## src/rtl/phase_bank.sv

```systemverilog
// Double-buffered phase/pwm_en register bank for all transducer channels.
// Command words land in a shadow copy; COMMIT moves shadow to active, optionally on a PWM period boundary.
module phase_bank #(
  parameter int unsigned NUM_CHANNELS = 4,
  parameter int unsigned PHASE_WIDTH  = 8,
  parameter int unsigned SYNC_COMMIT  = 1
) (
  input  logic                                clk,
  input  logic                                rst_n,
  input  logic                                in_valid,
  output logic                                in_ready,
  input  logic [31:0]                         in_data,
  input  logic                                period_sync,
  output logic [NUM_CHANNELS*PHASE_WIDTH-1:0] phases,
  output logic [NUM_CHANNELS-1:0]             pwm_ens,
  output logic                                commit_done,
  output logic [7:0]                          err_count
);

  localparam int unsigned BANK_W = NUM_CHANNELS * PHASE_WIDTH;

  localparam logic [7:0] OP_WRITE  = 8'h00;
  localparam logic [7:0] OP_BCAST  = 8'h01;
  localparam logic [7:0] OP_COMMIT = 8'h02;
  localparam logic [7:0] OP_CLEAR  = 8'h03;

  typedef enum logic [1:0] {
    IDLE      = 2'd0,
    WAIT_SYNC = 2'd1,
    APPLY     = 2'd2
  } state_t;

  state_t                   state_q, state_d;
  logic [BANK_W-1:0]        shadow_ph_q, shadow_ph_d;
  logic [NUM_CHANNELS-1:0]  shadow_en_q, shadow_en_d;
  logic [7:0]               err_q, err_d;
  logic                     ready_q, ready_d;
  logic [BANK_W-1:0]        phases_q;
  logic [NUM_CHANNELS-1:0]  pwm_ens_q;
  logic                     done_q;
  logic                     apply_c;
  logic                     accept_c;

  logic [7:0]             opcode;
  logic [7:0]             addr;
  logic [PHASE_WIDTH-1:0] phase_val;
  logic                   en_val;
  logic                   addr_ok;
  logic                   unused_bits;

  assign opcode      = in_data[31:24];
  assign en_val      = in_data[16];
  assign addr        = in_data[15:8];
  assign phase_val   = in_data[PHASE_WIDTH-1:0];
  assign addr_ok     = {1'b0, addr} < 9'(NUM_CHANNELS);
  assign unused_bits = ^{in_data[23:17], in_data[7:0]};
  assign accept_c    = in_valid && ready_q;

  // Next-state, shadow update and error accounting
  always_comb begin
    state_d     = state_q;
    shadow_ph_d = shadow_ph_q;
    shadow_en_d = shadow_en_q;
    err_d       = err_q;
    apply_c     = 1'b0;
    unique case (state_q)
      IDLE: begin
        if (accept_c) begin
          unique case (opcode)
            OP_WRITE: begin
              if (addr_ok) begin
                for (int unsigned i = 0; i < NUM_CHANNELS; i++) begin
                  if (addr == 8'(i)) begin
                    shadow_ph_d[i*PHASE_WIDTH +: PHASE_WIDTH] = phase_val;
                    shadow_en_d[i]                            = en_val;
                  end
                end
              end else if (err_q != 8'hFF) begin
                err_d = err_q + 8'd1;
              end
            end
            OP_BCAST: begin
              for (int unsigned i = 0; i < NUM_CHANNELS; i++) begin
                shadow_ph_d[i*PHASE_WIDTH +: PHASE_WIDTH] = phase_val;
                shadow_en_d[i]                            = en_val;
              end
            end
            OP_COMMIT: state_d = (SYNC_COMMIT != 0) ? WAIT_SYNC : APPLY;
            OP_CLEAR: begin
              shadow_ph_d = '0;
              shadow_en_d = '0;
            end
            default: begin
              if (err_q != 8'hFF) err_d = err_q + 8'd1;
            end
          endcase
        end
      end
      WAIT_SYNC: begin
        if (period_sync) state_d = APPLY;
      end
      APPLY: begin
        apply_c = 1'b1;
        state_d = IDLE;
      end
      default: state_d = IDLE;
    endcase
    ready_d = (state_d == IDLE);
  end

  always_ff @(posedge clk or negedge rst_n) begin
    if (!rst_n) begin
      state_q     <= IDLE;
      shadow_ph_q <= '0;
      shadow_en_q <= '0;
      err_q       <= '0;
      ready_q     <= 1'b0;
      phases_q    <= '0;
      pwm_ens_q   <= '0;
      done_q      <= 1'b0;
    end else begin
      state_q     <= state_d;
      shadow_ph_q <= shadow_ph_d;
      shadow_en_q <= shadow_en_d;
      err_q       <= err_d;
      ready_q     <= ready_d;
      done_q      <= apply_c;
      if (apply_c) begin
        phases_q  <= shadow_ph_q;
        pwm_ens_q <= shadow_en_q;
      end
    end
  end

  assign in_ready    = ready_q;
  assign phases      = phases_q;
  assign pwm_ens     = pwm_ens_q;
  assign commit_done = done_q;
  assign err_count   = err_q;

endmodule

```

## config.mk

```make
export PLATFORM = sky130hd
export DESIGN_NAME = phase_bank
export DESIGN_NICKNAME = d
export VERILOG_FILES = /design/src/rtl/phase_bank.sv
export SDC_FILE = /design/constraint.sdc
export NUM_CORES = 1
export LEC_CHECK = 0
export ABC_AREA = 0
export CORE_MARGIN = 2
export CORE_UTILIZATION = 35
export DETAILED_ROUTE_END_ITERATION = 7
export GPL_ROUTABILITY_DRIVEN = 0
export HOLD_SLACK_MARGIN = 0.12
export SLEW_MARGIN = 10
export SYNTH_ARGS = -nofsm -noshare
export SYNTH_HDL_FRONTEND = slang
export SYNTH_SLANG_ARGS = --single-unit
```

## constraint.sdc

```tcl
create_clock -name clk -period 2.2 [get_ports clk]
set_input_delay 0.22 -clock clk [delete_from_list [all_inputs] [get_ports clk]]
set_output_delay 0.22 -clock clk [all_outputs]
set_load 0.01 [all_outputs]
```

==> results of run 1 <==
==> flip-flops by register name, indices dropped and copies added (netlist names) <==
name,flops
phases,32
shadow_ph_q,32
err_count,8
in_ready,1
pwm_ens,4
state_q,2
commit_done,1
shadow_en_q,4
==> worst paths after layout <==
path / start / to / slack, ns / cells past startpoint
max: state_q[0] / in_ready / 0.07 / 4
min: rst_n / phases[13] / 0.30 / 2
max reg2reg: state_q[0] / in_ready / 0.07 / 4
min reg2reg: err_count[6] / err_count[6] / 0.50 / 1
max in group asynchronous: rst_n / phases[2] / 1.27 / 3
min in group clk: period_sync / state_q[1] / 0.46 / 2
==> report_power, final <==
| group | total, mW | switching [mW] | leakage, nW | internal (mW) |
|---|---|---|---|---|
| logic | 0.459 | 0.200 | 0.813 | 0.259 |
| registers | 1.74 | 0.0965 | 1.15 | 1.65 |
| clock network | 1.19 | 0.524 | 0.107 | 0.670 |
| total | 3.40 | 0.821 | 2.07 | 2.58 |
==> logic make-up after synthesis <==
logic type | count (synthesis) | synth area share
compound gates | 87 | 0.143
flops | 84 | 0.633
mux | 37 | 0.125
simple gates | 30 | 0.0542
buf+inv | 17 | 0.0226
xor+xnor | 7 | 0.0185
fa+ha+maj | 1 | 0.00377
==> synthesized netlist by cell type (all sizes together), types with 2 or more instances <==
cell type / instances
inv: 4
clkbuf: 12
dfrtp: 84
and2: 2
or2: 4
o2111ai: 2
and3: 4
o21ai: 73
or4: 2
mux2: 37
o211ai: 4
nand2: 11
a41oi: 4
xnor2: 7
==> layout by cell type, fill, tap and decap left out, drive strengths merged <==
cell type      instances
a211oi                 1
or3                    1
inv                    4
or2                    4
ha                     1
nand2b                 1
and2                   2
xnor2                  7
bufinv                 2
nor3                   1
dfrtp                 84
clkdlybuf4s50         73
nand2                 11
a31oi                  1
dlygate4sd3            1
or3b                   1
and3                   4
a21o                   1
o2111ai                2
clkbuf                12
nor4                   1
mux2                  37
nor3b                  1
clkinv                 1
clkinvlp               1
or4                    2
buf                   20
o21ai                 73
a21oi                  1
o211ai                 4
or4bb                  1
a41oi                  4
==> final cells by class <==
| cell class | instances | area (µm²) |
|---|---|---|
| timing repair buffer | 94 | 903 |
| clock buffer | 12 | 145 |
| inverter | 4 | 15.0 |
| fill | 862 | 4700 |
| tap | 129 | 161 |
| clock inverter | 4 | 72.6 |
| sequential | 84 | 2100 |
| multi-input combinational | 162 | 1140 |
==> layer usage <==
metal / global-route usage / vias up / wire length, µm
li1: - / 1131 / -
met1: 0.220 / 1188 / 3320
met2: 0.236 / 75 / 3630
met3: 0.0324 / 6 / 486
met4: 0.0686 / 0 / 70
met5: 0 / - / 0
==> what timing repair did <==
| item | CTS | global route |
|---|---|---|
| resized for setup | 0 | 4 |
| hold buffers | 1 | 0 |
| setup endpoints to repair | 0 | 15 |
| setup buffers | 0 | 0 |
| hold endpoints to repair | 60 | 0 |
==> per-stage QoR <==
step	area [µm²]	hold slack (ns)	power (mW)	util	cells
after global routing	4540	0.341	3.56	0.492	489
after floorplan	3320	-0.0756	1.94	-	263
after global placement	4320	0.144	2.23	0.467	472
final	4540	0.304	3.40	0.492	489
after CTS	4540	0.303	3.45	0.492	489
after detailed placement	4320	0.145	2.24	0.467	472
==> qor.log, run 1 <==
[min_path] worst hold path type primary input to async pin
[routing] DRC violations left 0
[floorplanning] Rows 35
[placement] count of buffers from port buffering 74
[setup_path] worst path bufs/invs 0
[floorplanning] die span in x 101 µm
[timing] Max Clk Rate 469 MHz
[synth] synthesized area divided by synthesized cell count 12.6 µm²
[finish] ratio of cells with drive above 1 in the final layout 0.208
[placement] HPWL after detailed placement 5.33 mm
[clock_network] Reg clk slew, reported paths 0.08 ns
[timing] final worst slack 0.0692 ns
[floorplanning] effective utilization at floorplan 0.360
[timing] setup repair after global routing missed its margin false
[timing] worst max-slew margin expressed relative to the limit 0.729
[routing] total wire length after detailed routing 7.51 mm
[synth] Mapped Nets 300
[routing] first drt pass iteration count 4
[synth] Yosys top cell area share 0.633
[synth] Syn Inst Count 263
[timing] final number of setup-violating endpoints 0
[setup_path] highest-delay cell along the critical path or4bb_1
[clock_network] buffers from clock root to sink, at most 2
[clock_network] Root Buffer clkbuf_8
[timing] total negative slack for setup checks 0 ns
[clock_network] number of buffers created by CTS 9
[setup_path] worst-path fanout max 9
[clock_network] later-pin clock latency in the skew report 0.34 ns
[setup_path] data arrival time of the worst path 2.36 ns
[routing] First DRT Iteration DRCs 139
[synth] prevailing post-synth register cell dfrtp_1
[synth] #FFs+latches synth 84
[floorplanning] core area 9240 µm²
[setup_path] critical path required time 2.43 ns
[setup_path] slowest stage delay, CP 0.51 ns
[job] count of maximum capacitance violations 0
[synth] distinct cell type count after synthesis 30
[timing] slew of the pin with the lowest slew margin 0.404 ns
[floorplanning] die boundary height 101 µm
[power] total power per unit cell area 748 nW/µm²
[routing] routed length per instance 15.4 µm
[floorplanning] io pins 82
[setup_path] Critical Path End Type flop
[power] leakage power of the design 2.07 nW
[timing] final-report max-slew violation count 0
[synth] Area contributors post-synth dfrtp_1, mux2_2, o21ai_0
[finish] number of nets in the layout 392
[global_routing] maximum number of pins on one net before global-route repair 39
[power] Max IR drop VDD 0.449 mV
[timing] Hold Fails Final Rpt 0
[global_routing] initial antenna violation count 0
[synth] count of flip-flops with a built-in enable after synthesis 0
[setup_path] cells along the critical path or4bb_1 > or4_4 > or3b_4 > a21o_1
[global_routing] number of global-route vias before repair 2417
[timing] worst clock skew 0.00875 ns
[setup_path] nature of the critical path startpoint flop
[placement] worst slack, placed -0.236 ns
[timing] post-route minimum period 2.13 ns
[synth] post-synthesis instance area 3320 µm²
[setup_path] startpoint-to-endpoint class of the critical path flop to flop
[finish] number of inserted diodes 0
[routing] vias per cell 4.91
[finish] Syn-to-layout area delta 36.8%
[clock_network] number of sinks on the clock net 84
[global_routing] Remaining Overflow, GRT 0
[timing] final cycle utilization of the critical path 0.969
[routing] Post-DRT Antenna Nets 0
[synth] async set-or-reset flop fraction in the synthesized netlist 1.00
[clock_network] H-tree level count 3
[global_routing] global-route wire length before repair 12.3 mm
[synth] sequential share of the synthesized area 0.633
[routing] number of vias after detailed routing 2400
[synth] warnings from Yosys 0
[global_routing] Total GRT Usage 0.157
[synth] post-synthesis cell type with the largest combined area dfrtp_1
[clock_network] clock tree from TritonCTS yes
[setup_path] kind of cell adding the most delay to the critical path simple AND/OR/NAND/NOR gates
[outcome] outcome completed
[floorplanning] area of the die 10300 µm²
Power figures use the tool's default switching activity.
==> run 2: changes to the inputs <==
--- a/config.mk
+++ b/config.mk
@@ -10,7 +10,7 @@
 export CORE_UTILIZATION = 35
 export DETAILED_ROUTE_END_ITERATION = 7
 export GPL_ROUTABILITY_DRIVEN = 0
-export HOLD_SLACK_MARGIN = 0.12
+export HOLD_SLACK_MARGIN = 0.06
 export SLEW_MARGIN = 10
 export SYNTH_ARGS = -nofsm -noshare
 export SYNTH_HDL_FRONTEND = slang
==> results of run 2 <==
No change in the layout: final DEF, timing and power equal those of run 1.
